==> config.mk <==
export PLATFORM = sky130hd
export DESIGN_NAME = matrix_operand_loader_flat
export DESIGN_NICKNAME = d
export VERILOG_FILES = /design/src/rtl/matrix_operand_loader_if.sv /design/src/rtl/matrix_operand_loader.sv /design/src/flat_wrapper.sv
export SDC_FILE = /design/constraint.sdc
export NUM_CORES = 1
export LEC_CHECK = 0
export ABC_AREA = 1
export BUFFER_PORTS_ARGS = -buffer_cell sky130_fd_sc_hd__buf_2
export CAP_MARGIN = 0
export CORE_MARGIN = 5
export CORE_UTILIZATION = 61
export DETAILED_ROUTE_END_ITERATION = 10
export GPL_TIMING_DRIVEN = 0
export HOLD_SLACK_MARGIN = 0.05
export PLACE_DENSITY = 0.8
export SYNTH_ARGS = -nofsm -noshare
export SYNTH_HDL_FRONTEND = slang
export SYNTH_SLANG_ARGS = --single-unit
==> constraint.sdc <==
create_clock -name clk -period 5.4 [get_ports clk]
set_input_delay 0 -clock clk [delete_from_list [all_inputs] [get_ports clk]]
set_output_delay 0 -clock clk [all_outputs]
set_load 0.02 [all_outputs]
==> src/rtl/matrix_operand_loader_if.sv <==
// Operand-loader bus: element-pair handshake in, packed operand and engine control out.
// master = upstream feeder/engine side, slave = the loader itself.
interface matrix_operand_loader_if #(
    parameter int unsigned ELEM_W = 16
);
    logic [ELEM_W-1:0]   a_data;
    logic [ELEM_W-1:0]   b_data;
    logic                a_valid;
    logic                b_valid;
    logic                a_ready;
    logic                b_ready;
    logic [2*ELEM_W-1:0] out_word;
    logic                data_RW;
    logic                dp_reset;
    logic                busy;
    logic                done;

    modport master (
        output a_data, b_data, a_valid, b_valid,
        input  a_ready, b_ready, out_word, data_RW, dp_reset, busy, done
    );

    modport slave (
        input  a_data, b_data, a_valid, b_valid,
        output a_ready, b_ready, out_word, data_RW, dp_reset, busy, done
    );
endinterface

==> src/rtl/matrix_operand_loader.sv <==
// Buffers one matrix pair, replays it as {b,a} words in descending index order with
// data_RW=1, then pulses the engine clear and times the compute window.
module matrix_operand_loader #(
    parameter int unsigned ELEM_W         = 16,
    parameter int unsigned N_ELEM         = 9,
    parameter int unsigned COMPUTE_CYCLES = 9
) (
    input  logic                    clk,
    input  logic                    reset,
    matrix_operand_loader_if.slave  bus
);
    localparam int unsigned IDX_W = (N_ELEM > 1) ? $clog2(N_ELEM) : 1;
    localparam int unsigned CNT_W = $clog2(COMPUTE_CYCLES + 1);
    localparam logic [IDX_W-1:0] LAST_IDX = IDX_W'(N_ELEM - 1);
    localparam logic [CNT_W-1:0] LAST_CNT = CNT_W'(COMPUTE_CYCLES);

    typedef enum logic [1:0] {StFill, StLoad, StClear, StCompute} state_t;

    state_t              r_state, w_state_nxt;
    logic [IDX_W-1:0]    r_idx, w_idx_nxt;
    logic [CNT_W-1:0]    r_cnt, w_cnt_nxt;
    logic [2*ELEM_W-1:0] r_word, w_word_nxt;
    logic                r_rw, w_rw_nxt;
    logic                r_dpr, w_dpr_nxt;
    logic                r_busy, w_busy_nxt;
    logic                r_done, w_done_nxt;
    logic                r_ready, w_ready_nxt;
    logic                w_accept;

    logic [ELEM_W-1:0]   r_a_buf [N_ELEM];
    logic [ELEM_W-1:0]   r_b_buf [N_ELEM];

    // r_ready is only ever high in StFill, so it alone qualifies the handshake.
    assign w_accept = r_ready && bus.a_valid && bus.b_valid;

    always_ff @(posedge clk) begin
        if (w_accept) begin
            r_a_buf[r_idx] <= bus.a_data;
            r_b_buf[r_idx] <= bus.b_data;
        end
    end

    always_comb begin
        w_state_nxt = r_state;
        w_idx_nxt   = r_idx;
        w_cnt_nxt   = r_cnt;
        w_word_nxt  = r_word;
        w_rw_nxt    = r_rw;
        w_dpr_nxt   = 1'b0;
        w_busy_nxt  = r_busy;
        w_done_nxt  = 1'b0;
        w_ready_nxt = r_ready;
        case (r_state)
            StFill: begin
                w_ready_nxt = 1'b1;
                if (w_accept) begin
                    if (r_idx == LAST_IDX) begin
                        w_state_nxt = StLoad;
                        w_ready_nxt = 1'b0;
                        w_busy_nxt  = 1'b1;
                    end else begin
                        w_idx_nxt = r_idx + IDX_W'(1);
                    end
                end
            end
            StLoad: begin
                // Pair LAST_IDX was written on the entry edge and is readable here.
                w_word_nxt = {r_b_buf[r_idx], r_a_buf[r_idx]};
                w_rw_nxt   = 1'b1;
                if (r_idx == '0) begin
                    w_state_nxt = StClear;
                end else begin
                    w_idx_nxt = r_idx - IDX_W'(1);
                end
            end
            StClear: begin
                w_word_nxt  = '0;
                w_rw_nxt    = 1'b0;
                w_dpr_nxt   = 1'b1;
                w_cnt_nxt   = '0;
                w_state_nxt = StCompute;
            end
            StCompute: begin
                if (r_cnt == LAST_CNT) begin
                    w_done_nxt  = 1'b1;
                    w_busy_nxt  = 1'b0;
                    w_ready_nxt = 1'b1;
                    w_idx_nxt   = '0;
                    w_state_nxt = StFill;
                end else begin
                    w_cnt_nxt = r_cnt + CNT_W'(1);
                end
            end
            default: w_state_nxt = StFill;
        endcase
    end

    always_ff @(posedge clk or posedge reset) begin
        if (reset) begin
            r_state <= StFill;
            r_idx   <= '0;
            r_cnt   <= '0;
            r_word  <= '0;
            r_rw    <= 1'b0;
            r_dpr   <= 1'b0;
            r_busy  <= 1'b0;
            r_done  <= 1'b0;
            r_ready <= 1'b0;
        end else begin
            r_state <= w_state_nxt;
            r_idx   <= w_idx_nxt;
            r_cnt   <= w_cnt_nxt;
            r_word  <= w_word_nxt;
            r_rw    <= w_rw_nxt;
            r_dpr   <= w_dpr_nxt;
            r_busy  <= w_busy_nxt;
            r_done  <= w_done_nxt;
            r_ready <= w_ready_nxt;
        end
    end

    assign bus.a_ready  = r_ready;
    assign bus.b_ready  = r_ready;
    assign bus.out_word = r_word;
    assign bus.data_RW  = r_rw;
    assign bus.dp_reset = r_dpr;
    assign bus.busy     = r_busy;
    assign bus.done     = r_done;
endmodule
==> src/flat_wrapper.sv <==
// flat-port wrapper written by rule: the top's interface ports become plain ports
module matrix_operand_loader_flat 
#(
    parameter int unsigned ELEM_W         = 16,
    parameter int unsigned N_ELEM         = 9,
    parameter int unsigned COMPUTE_CYCLES = 9
)
  (clk, reset, bus_a_data, bus_b_data, bus_a_valid, bus_b_valid, bus_a_ready, bus_b_ready, bus_out_word, bus_data_RW, bus_dp_reset, bus_busy, bus_done);
  matrix_operand_loader_if #(.ELEM_W(ELEM_W)) bus_i ();
  input  logic clk;
  input  logic reset;
  input wire logic [$bits(bus_i.a_data)-1:0] bus_a_data;
  input wire logic [$bits(bus_i.b_data)-1:0] bus_b_data;
  input wire logic [$bits(bus_i.a_valid)-1:0] bus_a_valid;
  input wire logic [$bits(bus_i.b_valid)-1:0] bus_b_valid;
  output wire logic [$bits(bus_i.a_ready)-1:0] bus_a_ready;
  output wire logic [$bits(bus_i.b_ready)-1:0] bus_b_ready;
  output wire logic [$bits(bus_i.out_word)-1:0] bus_out_word;
  output wire logic [$bits(bus_i.data_RW)-1:0] bus_data_RW;
  output wire logic [$bits(bus_i.dp_reset)-1:0] bus_dp_reset;
  output wire logic [$bits(bus_i.busy)-1:0] bus_busy;
  output wire logic [$bits(bus_i.done)-1:0] bus_done;
  assign bus_i.a_data = bus_a_data;
  assign bus_i.b_data = bus_b_data;
  assign bus_i.a_valid = bus_a_valid;
  assign bus_i.b_valid = bus_b_valid;
  assign bus_a_ready = bus_i.a_ready;
  assign bus_b_ready = bus_i.b_ready;
  assign bus_out_word = bus_i.out_word;
  assign bus_data_RW = bus_i.data_RW;
  assign bus_dp_reset = bus_i.dp_reset;
  assign bus_busy = bus_i.busy;
  assign bus_done = bus_i.done;
  matrix_operand_loader #(.ELEM_W(ELEM_W), .N_ELEM(N_ELEM), .COMPUTE_CYCLES(COMPUTE_CYCLES)) u_core (.clk(clk), .reset(reset), .bus(bus_i));
endmodule
Word level (Yosys, flattened, before mapping)
Memories as Yosys holds them, arrays and structs flattened.
Index checks and enable logic that the tools add are counted.
Cells by class
  add/subtract/negate cells: 3
  eq/ne operators: 12
  muxes and demuxes: 27
  reduce and logical (&&, ||, !) cells: 13
Operators with widths (number)
  32-bit one-hot mux with 2 select lines: 1
  4-bit two-way mux: 5
  4-bit one-hot mux with 3 select lines: 1
  1-bit two-way mux: 11
  4-bit by 1-bit adder with 4-bit output, second input constant: 2
  4-bit equality test, second input constant: 2
  2-bit two-way mux: 4
  2-bit by 1-bit inequality test with 1-bit output, second input constant: 4
  2-bit one-hot mux with 4 select lines: 1
  4-bit one-hot mux with 2 select lines: 1
  4-bit AND reduction: 2
  2-bit inequality test, second input constant: 3
  1-bit one-hot mux with 2 select lines: 3
  2-bit nonzero test: 3
  5-bit AND reduction: 1
  2-bit equality test, second input constant: 2
  4-bit zero test: 1
  2-bit AND reduction: 2
  4-bit by 1-bit subtractor with 4-bit output, second input constant: 1
  3-bit nonzero test: 1
  2-bit by 1-bit equality test with 1-bit output, second input constant: 1
  1-bit logical AND: 2
  2-bit zero test: 1
Word-level totals
  bits in registers: 47
  memory bits (writable): 288
  input port bits: 36
  output and inout bits: 38
  logic and storage cells: 66
  memories kept: 2
Memories
  u_core.r_a_buf: words 9, bits a word 16, rd ports 1, clocked after memory_dff 0, write ports 1, line matrix_operand_loader.sv:30  | logic [ELEM_W-1:0] r_a_buf [N_ELEM];
  u_core.r_b_buf: words 9, bits a word 16, rd ports 1, clocked after memory_dff 0, write ports 1, line matrix_operand_loader.sv:31  | logic [ELEM_W-1:0] r_b_buf [N_ELEM];

Depth between registers and ports, before layout
Gate-level depths: netlist (run 1).
  depth after elaboration: 4
  gate-level depth with buffers: 12
  mapped depth without buffers: 11

Worst setup path before layout (run 1)
No wires, ideal clock.
  path kind: reg-to-reg
  start point: reg u_core.r_idx[0]
  end point: mem u_core.r_a_buf[4][0] (enable)
  setup time: 502 ps
  arrival: 4045 ps
  required time: 4898 ps
  slack: 853 ps
  stages on the path, launching flop included: 5
  path buffers: 3
  clock period less this slack: 4547 ps
  cell sequence: dfrtp_1 buf_4 buf_4 buf_2 nor4_1
RTL lines
  start, declared: line matrix_operand_loader.sv:20  | logic [IDX_W-1:0] r_idx, w_idx_nxt;
  start signal, assigned: line matrix_operand_loader.sv:111  | r_idx <= w_idx_nxt;
  end, declared: line matrix_operand_loader.sv:30
Straight into the memory's write port.

Worst setup path after layout (run 1)
  start point: reg u_core.r_idx[1]
  end point: mem u_core.r_a_buf[7][7] (enable)
Straight into the memory's write port.

==> results of run 1 <==
-- per-stage QoR --
step                total power [mW]  cells  TNS [ps]  hold WS (ps)
finish                          8.70   1789         0          95.5
global route                    9.20   1789         0           141
CTS                             8.67   1789         0           122
detailed placement              6.39   1695         0          90.9
global placement                6.25   1668   -161690           275
floorplan                       5.31   1310         0          98.9
-- layout make-up --
cell class	instances	area [sq um]
plain buffers	61	344
clock buffers	41	898
clock inverters	20	176
fillers	1419	6130
inverters	22	85.1
multi-input cells	892	3590
flip-flops and latches	335	9820
well taps	285	357
repair buffers	133	1030
-- power groups by stage --
| stage | registers (mW) | clock network, mW | logic (mW) |
|---|---|---|---|
| 6_report | 3.17 | 2.26 | 3.26 |
| 5_1_grt | 3.20 | 2.41 | 3.60 |
| 4_1_cts | 3.17 | 2.27 | 3.22 |
| 3_5_place_dp | 3.22 | 0 | 3.17 |
| 3_3_place_gp | 3.22 | 0 | 3.03 |
| 2_1_floorplan | 3.36 | 0 | 1.96 |
-- logic make-up (layout without fill, tap and decap cells) --
kind of cell	after synthesis	in the layout
buffers and inverters	83	277
adder cells (fa/ha/maj)	8	8
XOR/XNOR	3	3
AO/OA/AOI/OAI	13	13
AND/OR/NAND/NOR	868	868
flip-flops	335	335
-- worst max-delay path by stage --
stage	start	endpoint	depth (start not counted)	slack (ps)
2_1_floorplan	u_core.r_idx[0]$_DFFE_PP0P_	u_core.r_a_buf[4][0]$_DFFE_PP_	4	850
3_3_place_gp	u_core.r_idx[3]$_DFFE_PP0P_	u_core.r_b_buf[4][15]$_DFFE_PP_	5	-2180
3_5_place_dp	u_core.r_idx[1]$_DFFE_PP0P_	u_core.r_b_buf[7][15]$_DFFE_PP_	6	2630
4_1_cts	u_core.r_idx[1]$_DFFE_PP0P_	u_core.r_a_buf[7][7]$_DFFE_PP_	6	2580
5_1_grt	u_core.r_idx[1]$_DFFE_PP0P_	u_core.r_a_buf[7][7]$_DFFE_PP_	6	2460
6_report	u_core.r_idx[1]$_DFFE_PP0P_	u_core.r_a_buf[7][7]$_DFFE_PP_	6	2450
-- worst register-to-register path, stage by stage, from the launching register on --
cell	delay, ps
dfrtp_1	330
buf_2	260
buf_1	490
nand2_1	220
nor3_2	920
buf_6	260
buf_8	170
-- synthesized netlist by cell type, types with 4 or more instances --
cell type and number:
nand2_1 806, buf_2 20, inv_1 20, a21oi_1 4, nand3_1 39, buf_4 22
edfxtp_1 288, o21ai_0 6, nor3_1 6, ha_1 8, dfrtp_1 47, nor2_1 9
clkbuf_1 14, buf_1 4
-- per-layer routing --
metal,global-route usage (%),share of wire [%]
met5,0,0
met4,12.5,3.7
met3,4.36,10
met2,43.4,48
met1,34.6,38
-- sequential cells by signal (all words and copies together) (netlist names) --
name                 cells
u_core.bus.a_ready       1
u_core.bus.busy          1
u_core.bus.data_RW       1
u_core.bus.done          1
u_core.bus.dp_reset      1
u_core.bus.out_word     32
u_core.r_a_buf         144
u_core.r_b_buf         144
u_core.r_cnt             4
u_core.r_idx             4
u_core.r_state           2
-- repair_timing --
item | in CTS | in global routing
hold buffers | 33 | 0
endpoints found under the hold margin | 335 | 0
setup buffers | 0 | 0
endpoints found under the setup margin | 0 | 0
==> results.tsv, run 1 <==
stage	metric	value	unit
critical_path	endpoint_kind	flop	
synthesis	async_flop_share	14.0	%
synthesis	synth_area_leaders	edfxtp_1 (63%), nand2_1 (22%), dfrtp_1 (8.5%), nand3_1 (1.4%), buf_4 (1.2%)	
synthesis	ys_seq_elements	335	
drt	post_drt_wl_per_cell	18.7	um
synthesis	synthFlopType	edfxtp_1	
floorplan	dieArea	25700	sq um
global_routing	overflow	0	
synthesis	synthMuxAreaShare	0	%
sta	skew	13.8	ps
critical_path	critPathLaunchType	flop	
critical_path	r2r_cells	6	
critical_path	crit_slowest_cell	nor3_2	
floorplan	ios	74	
sta	rsz0062_at_grt	no	
run_status	status	finished clean	
power_and_ir_drop	ir_drop	294	uV
power_and_ir_drop	p_seq_share	36.5	%
floorplan	die_w	160	um
synthesis	netlist_area	13800	sq um
synthesis	synthDistinctLibCells	25	
run	drv_cap	0	
synthesis	yosys.area.top_type	edfxtp_1	
synthesis	synth_xor_area_share	0.190	%
floorplan	core_area	22400	sq um
cells_and_area	drive_gt1_share	13.6	%
synthesis	synth.top_cell.area_share	62.7	%
cells_and_area	final_core_util	72.7	%
drt	drt_iter0_markers	1274	
global_routing	antenna_found_initial	0	
min_path	hold_class	in2async	
drt	wirelength	33.5	mm
drt	viasPerCell	5.54	
critical_path	regToRegSetupSlack	2450	ps
sta	fin_crit	2950	ps
critical_path	crit_family	buffers and inverters	
synthesis	synth_nets	1354	
synthesis	synthAdderAreaFrac	0.726	%
clock_network	cts_buffers	34	
critical_path	crit_type	reg2reg	
power_and_ir_drop	p_switching	3.36	mW
synthesis	syn_avg_cell_area	10.5	sq um
power_and_ir_drop	clockPowerShare	26.0	%
cells_and_area	num_antenna_cells	0	
clock_network	cts-root-buf	clkbuf_16	
synthesis	synth_compound_area_share	0.508	%
critical_path	cp_cell_sequence	buf_2, buf_1, nand2_1, nor3_2, buf_6, buf_8	
clock_network	cts_tree	done	
sta	maxSlewHeadroom	27.0	%
cells_and_area	final_cell_mix	nand2_1 (806), edfxtp_1 (288), buf_2 (93)	
power_and_ir_drop	p_int	5.34	mW
global_routing	grt_util_all_layers	26.4	%
placed_design	numPortBuffers	73	
critical_path	r2r-end	u_core.r_a_buf[7][7]$_DFFE_PP_	
power_and_ir_drop	comb_power_share	37.5	%
power_and_ir_drop	p_per_area	534	nW/um^2
critical_path	arrival	3150	ps
synthesis	yosysSeqAreaShare	71.2	%
drt	drt-pass1-iter-count	6	
cells_and_area	area_growth	18.2	%
clock_network	clk_pin_slew	60	ps
critical_path	critPathRequiredTime	5610	ps
synthesis	syn_inst	1310	
cells_and_area	final_cell_area	16300	sq um
sta	fin_ws	2450	ps
placed_design	placed_area	14900	sq um
cells_and_area	fin_nets	1523	
clock_network	cts_sinks	335	
critical_path	worstReg2RegStart	u_core.r_idx[1]$_DFFE_PP0P_	
clock_network	clock_latency	510	ps
sta	drv_slew	0	
placed_design	gp_congestion	0.830	
sta	max_freq	339	MHz
global_routing	grt_pass1_vias	9708	
floorplan	die_height	160	um
sta	setup_viol	0	
clock_network	ctsLongestPathBuffers	3	
critical_path	max_stage_delay	920	ps
global_routing	grt_first_pass_wirelength	52.3	mm
power_and_ir_drop	switching_share	38.6	%
critical_path	cp_max_fo	10	
floorplan	start_util	61.5	%
placed_design	hpwl	21.3	mm
clock_network	htreeDepth	2	
sta	tightest_slew	1090	ps
cells_and_area	final_common_cell	nand2_1	
global_routing	grt_max_degree	28	
placed_design	post-place-ws	2630	ps
floorplan	rows	55	
synthesis	synth_edf_count	288	
sta	hold_violations	0	
critical_path	crit_buf_inv	4	
drt	postRouteAntennaNets	0	
synthesis	synth.yosys.warnings	0	
synthesis	synthSimpleGateAreaFrac	24.2	%
drt	post-route-drc-count	0	
synthesis	synth_top_family_by_area	simple AND/OR/NAND/NOR gates	
sta	fin_crit_sh	54.6	%
clock_network	cts.repair.resized	0	
drt	vias	9905	
power_and_ir_drop	p_leak	7.11	nW
Power figures use the tool's default switching activity.
==> inputs of run 2 (changes only) <==
--- a/config.mk
+++ b/config.mk
@@ -9,11 +9,11 @@
 export BUFFER_PORTS_ARGS = -buffer_cell sky130_fd_sc_hd__buf_2
 export CAP_MARGIN = 0
 export CORE_MARGIN = 5
-export CORE_UTILIZATION = 61
+export CORE_UTILIZATION = 55
 export DETAILED_ROUTE_END_ITERATION = 10
 export GPL_TIMING_DRIVEN = 0
 export HOLD_SLACK_MARGIN = 0.05
-export PLACE_DENSITY = 0.8
+export PLACE_DENSITY = 0.76
 export SYNTH_ARGS = -nofsm -noshare
 export SYNTH_HDL_FRONTEND = slang
 export SYNTH_SLANG_ARGS = --single-unit
==> constraint.sdc (replaced) <==
create_clock -name clk -period 2.65 [get_ports clk]
set_input_delay 0 -clock clk [delete_from_list [all_inputs] [get_ports clk]]
set_output_delay 0 -clock clk [all_outputs]
set_load 0.02 [all_outputs]
==> results.tsv, run 2 (synthesis results as in run 1) <==
stage	metric	value	unit
run_status	status	finished clean	
drt	drt_iter0_markers	1036	
clock_network	cts-root-buf	clkbuf_16	
critical_path	crit_slowest_cell	nor4_4	
placed_design	hpwl	21.6	mm
power_and_ir_drop	p_int	11.0	mW
floorplan	rows	58	
power_and_ir_drop	p_per_area	1080	nW/um^2
cells_and_area	area_growth	20.1	%
drt	drt-pass1-iter-count	6	
sta	fin_crit_sh	94.5	%
global_routing	grt_pass1_vias	9670	
sta	tightest_slew	1020	ps
critical_path	endpoint_kind	flop	
sta	fin_crit	2500	ps
critical_path	crit_type	reg2reg	
clock_network	htreeDepth	2	
critical_path	cp.depth	3	
power_and_ir_drop	p_switching	6.91	mW
drt	wirelength	34.2	mm
sta	hold_violations	0	
placed_design	placed_cells	1731	
global_routing	grt_max_degree	28	
min_path	hold_class	in2async	
clock_network	clock_latency	510	ps
power_and_ir_drop	p_seq_share	36.1	%
floorplan	dieArea	28300	sq um
sta	skew	10.4	ps
critical_path	cp_max_fo	11	
critical_path	r2r-end	u_core.r_b_buf[4][14]$_DFFE_PP_	
drt	postRouteAntennaNets	0	
drt	post_drt_wl_per_cell	18.7	um
clock_network	cts_buffers	34	
floorplan	die_w	168	um
drt	vias	9844	
global_routing	antenna_found_initial	0	
critical_path	crit_buf_inv	1	
placed_design	placed_area	15100	sq um
cells_and_area	final-seq-area	9820	sq um
sta	drv_slew	0	
cells_and_area	final_common_cell	nand2_1	
cells_and_area	fillers	1764	
drt	viasPerCell	5.37	
critical_path	crit_family	simple AND/OR/NAND/NOR gates	
run	drv_cap	0	
placed_design	gp_congestion	0.792	
global_routing	grt_first_pass_wirelength	53.0	mm
cells_and_area	final_cell_mix	nand2_1 (806), edfxtp_1 (288), buf_2 (93)	
sta	rsz0062_at_grt	no	
critical_path	max_stage_delay	840	ps
floorplan	ios	74	
cells_and_area	fin_cells	1832	
sta	maxSlewHeadroom	31.6	%
critical_path	cp_cell_sequence	nand3_1, nor4_4, buf_6	
clock_network	ctsLongestPathBuffers	3	
sta	setup_viol	0	
critical_path	critPathRequiredTime	2860	ps
clock_network	cts_tree	done	
clock_network	cts_sinks	335	
power_and_ir_drop	comb_power_share	37.7	%
clock_network	clk_pin_slew	60	ps
sta	hold_ws	115	ps
cells_and_area	final_cell_area	16600	sq um
critical_path	critPathLaunch	u_core.bus.a_ready$_DFFE_PP0P_	
drt	post-route-drc-count	0	
critical_path	worstReg2RegStart	u_core.bus.a_ready$_DFFE_PP0P_	
floorplan	core_area	25000	sq um
critical_path	crit_end	u_core.r_b_buf[4][14]$_DFFE_PP_	
critical_path	regToRegSetupSlack	150	ps
cells_and_area	drive_gt1_share	13.4	%
floorplan	die_height	168	um
cells_and_area	num_antenna_cells	0	
power_and_ir_drop	ir_drop	534	uV
critical_path	arrival	2710	ps
placed_design	numPortBuffers	73	
floorplan	start_util	55.3	%
sta	fin_setup_tns	0	ps
critical_path	r2r_cells	3	
sta	max_freq	399	MHz
power_and_ir_drop	clockPowerShare	26.2	%
global_routing	overflow	0	
power_and_ir_drop	switching_share	38.6	%
cells_and_area	multi_input_area	3640	sq um
power_and_ir_drop	p_leak	7.21	nW
power_and_ir_drop	totalPowerFinal	17.9	mW
critical_path	critPathLaunchType	flop	
global_routing	grt_util_all_layers	24.3	%
cells_and_area	fin_nets	1522	
==> run 2: cell count changes in the layout (fill, tap and decap cells not counted), sizes merged <==
cell / previous run / this run
clkbuf: 55 / 52
clkinv: 15 / 18
buf: 147 / 146
bufinv: 3 / 4
clkinvlp: 1 / 0
inv: 23 / 22
==> run 2: metrics by stage <==
| step | utilization, % | worst slack (ps) |
|---|---|---|
| floorplan | - | -137 |
| global placement | 58.6 | -1600 |
| detailed placement | 60.4 | -151 |
| CTS | 66.3 | 13.2 |
| global route | 66.4 | 10.5 |
| finish | 66.4 | 145 |
==> run 2: timing repair <==
action	in CTS	in global routing
pin swaps	5	1
resized for setup	1	2
hold endpoints to repair	335	0
hold buffers	33	0
setup buffers	6	2
endpoints found under the setup margin	99	26
==> run 2: worst min path at each step <==
| stage | startpoint | end | slack [ps] |
|---|---|---|---|
| 6_report | reset | u_core.bus.out_word[10]$_DFFE_PP0P_ | 120 |
| 5_1_grt | reset | u_core.bus.out_word[10]$_DFFE_PP0P_ | 170 |
| 4_1_cts | reset | u_core.bus.out_word[10]$_DFFE_PP0P_ | 120 |
| 3_5_place_dp | reset | u_core.bus.out_word[11]$_DFFE_PP0P_ | 110 |
| 3_3_place_gp | bus_a_data[7] | u_core.r_a_buf[7][7]$_DFFE_PP_ | 280 |
| 2_1_floorplan | bus_a_data[0] | u_core.r_a_buf[0][0]$_DFFE_PP_ | 100 |
==> run 2: cell type report <==
cell class / instances / share of cell area, %
timing repair buffer: 132 / 7.12
clock buffer: 38 / 5.35
clock inverter: 22 / 1.19
inverter: 22 / 0.513
buffer: 61 / 2.08
sequential: 335 / 59.3
tap: 330 / 2.49
multi-input combinational: 892 / 22.0
==> run 2: worst reg2reg max path, cell delays in order (launching register included) <==
cell	delay [ps]
dfrtp_1	380
nand3_1	690
nor4_4	850
buf_6	280
==> run 2: layer usage <==
layer  track usage (%)  share of wire [%]  up-vias
met5                 0                  0        -
met4              9.42                3.3        0
met3              4.81                 10       93
met2              40.1                 48      549
met1              32.2                 38     4595
li1                  -                  -     4607
==> run 2: power by group through the flow <==
| stage | clock [mW] | sequential, mW | combinational [mW] |
|---|---|---|---|
| finish | 4.69 | 6.47 | 6.76 |
| global route | 4.94 | 6.52 | 7.49 |
| floorplan | 0 | 6.84 | 4.02 |
| CTS | 4.72 | 6.47 | 6.72 |
| detailed placement | 0 | 6.57 | 6.59 |
| global placement | 0 | 6.56 | 6.25 |
==> inputs of run 3 (changes only) <==
--- a/config.mk
+++ b/config.mk
@@ -8,7 +8,7 @@
 export ABC_AREA = 1
 export BUFFER_PORTS_ARGS = -buffer_cell sky130_fd_sc_hd__buf_2
 export CAP_MARGIN = 0
-export CORE_MARGIN = 5
+export CORE_MARGIN = 2
 export CORE_UTILIZATION = 55
 export DETAILED_ROUTE_END_ITERATION = 10
 export GPL_TIMING_DRIVEN = 0
==> constraint.sdc (replaced) <==
create_clock -name clk -period 2.1 [get_ports clk]
set_input_delay 0 -clock clk [delete_from_list [all_inputs] [get_ports clk]]
set_output_delay 0 -clock clk [all_outputs]
set_load 0.02 [all_outputs]
==> results.tsv, run 3 (synthesis results as in run 1) <==
stage	metric	value	unit
global_routing	grt_util_all_layers	26.5	%
drt	viasPerCell	5.42	
power_and_ir_drop	p_seq_share	35.6	%
critical_path	critPathRequiredTime	2320	ps
cells_and_area	final-seq-area	9830	sq um
placed_design	gp_congestion	0.789	
sta	hold_violations	0	
clock_network	cts_buffers	34	
drt	wirelength	34.9	mm
clock_network	ctsLongestPathBuffers	3	
clock_network	cts_tree	done	
clock_network	cts_sinks	335	
cells_and_area	multi_input_area	3670	sq um
floorplan	ios	74	
power_and_ir_drop	ir_drop	935	uV
power_and_ir_drop	p_leak	7.31	nW
cells_and_area	area_growth	21.7	%
sta	skew	7.08	ps
power_and_ir_drop	p_per_area	1370	nW/um^2
clock_network	clock_latency	510	ps
sta	fin_crit_sh	99.6	%
sta	fin_ws	9.04	ps
floorplan	die_height	162	um
floorplan	start_util	56.4	%
sta	tightest_slew	762	ps
clock_network	htreeDepth	2	
power_and_ir_drop	p_int	14.0	mW
placed_design	numPortBuffers	73	
global_routing	grt_pass1_vias	9556	
critical_path	endpoint_kind	flop	
cells_and_area	drive_gt1_share	15.3	%
sta	maxSlewHeadroom	49.2	%
critical_path	crit_type	reg2reg	
power_and_ir_drop	p_switching	8.97	mW
floorplan	rows	57	
power_and_ir_drop	clockPowerShare	25.0	%
clock_network	clk_pin_slew	60	ps
cells_and_area	fin_nets	1541	
sta	max_freq	478	MHz
global_routing	overflow	0	
clock_network	cts-root-buf	clkbuf_16	
sta	hold_ws	102	ps
drt	drt-pass1-iter-count	6	
min_path	hold_class	in2async	
global_routing	antenna_found_initial	0	
drt	vias	10000	
cells_and_area	num_antenna_cells	0	
sta	setup_viol	0	
critical_path	cp_max_fo	12	
run	drv_cap	0	
sta	fin_crit	2090	ps
drt	post-route-drc-count	0	
run_status	status	finished clean	
drt	post_drt_wl_per_cell	18.9	um
floorplan	core_area	24500	sq um
placed_design	hpwl	21.4	mm
critical_path	critPathLaunchType	flop	
cells_and_area	fillers	1667	
sta	drv_slew	0	
floorplan	dieArea	26400	sq um
global_routing	grt_max_degree	27	
cells_and_area	final_common_cell	nand2_1	
cells_and_area	final_cell_mix	nand2_1 (803), edfxtp_1 (288), buf_2 (91)	
drt	drt_iter0_markers	1226	
global_routing	grt_first_pass_wirelength	52.3	mm
floorplan	die_w	162	um
power_and_ir_drop	comb_power_share	39.3	%
critical_path	arrival	2310	ps
power_and_ir_drop	switching_share	39.1	%
drt	postRouteAntennaNets	0	
placed_design	post-place-ws	-697	ps
run 3: changes by cell type in the layout (fill, tap and decap cells not counted), sizes merged:
cell and delta:
bufinv -3, clkbuf +12, nor2 +1, clkinvlp +3, clkinv -10, buf +17
run 3: path summary, 6_finish.rpt:
check	slack (ps)	start	endpoint	cells after the start
worst max-delay path	9	u_core.r_idx[3]$_DFFE_PP0P_	u_core.r_a_buf[2][1]$_DFFE_PP_	8
worst min-delay path	100	reset	u_core.bus.out_word[10]$_DFFE_PP0P_	3
worst max register to register	9	u_core.r_idx[3]$_DFFE_PP0P_	u_core.r_a_buf[2][1]$_DFFE_PP_	8
worst min register to register	470	u_core.bus.out_word[6]$_DFFE_PP0P_	u_core.bus.out_word[6]$_DFFE_PP0P_	2
max in group asynchronous	1430	reset	u_core.r_idx[2]$_DFFE_PP0P_	4
min in group clk	250	bus_a_valid	u_core.r_a_buf[5][12]$_DFFE_PP_	4
run 3: area by class of cell:
class | instances | share of cell area (%)
plain buffers | 61 | 2.30
clock buffers | 49 | 5.71
clock inverters | 12 | 0.537
inverters | 22 | 0.544
multi-input cells | 893 | 21.9
flip-flops and latches | 335 | 58.5
well taps | 324 | 2.42
repair buffers | 150 | 8.04
run 3: through the flow:
step / util (%) / cell area, sq um / instances / setup TNS (ps) / power [mW]
final: 68.6 / 16800 / 1846 / 0 / 22.9
after global routing: 68.6 / 16800 / 1846 / -50.0 / 24.1
after CTS: 68.1 / 16700 / 1837 / 0 / 22.5
after detailed placement: 61.6 / 15100 / 1725 / -68150 / 16.6
after global placement: 60.1 / 14700 / 1707 / -313060 / 16.3
after floorplan: - / 13900 / 1310 / -30410 / 13.8
run 3: power by group through the flow:
stage / Sequential (mW) / Clock [mW] / Combinational (mW)
after global routing: 8.23 / 6.04 / 9.86
after global placement: 8.28 / 0 / 7.99
final: 8.17 / 5.73 / 9.02
after floorplan: 8.63 / 0 / 5.20
after detailed placement: 8.29 / 0 / 8.33
after CTS: 8.16 / 5.75 / 8.60
run 3: worst max-delay path, stage by stage (launching register included):
cell and delay, ps:
dfrtp_1 370, buf_6 160, nor2_4 240, buf_12 190, clkinvlp_4 160, buf_4 180
nor3_4 130, buf_4 190, buf_12 150
run 3: repair_timing:
action                                  4_1_cts  5_1_grt
endpoints found under the hold margin       335        0
gates resized for setup                       7        9
pin swaps                                    10        4
endpoints found under the setup margin      259      106
buffers inserted                             17        9
cloned                                        1        0
hold buffers                                 33        0
run 3: per-layer routing:
layer  global-route usage [%]  vias up  share of wire (%)
li1                         -     4634                  -
met1                     35.1     4704                 39
met2                     43.5      559                 48
met3                     4.56      103                9.2
met4                     12.1        0                3.6
met5                        0        -                  0
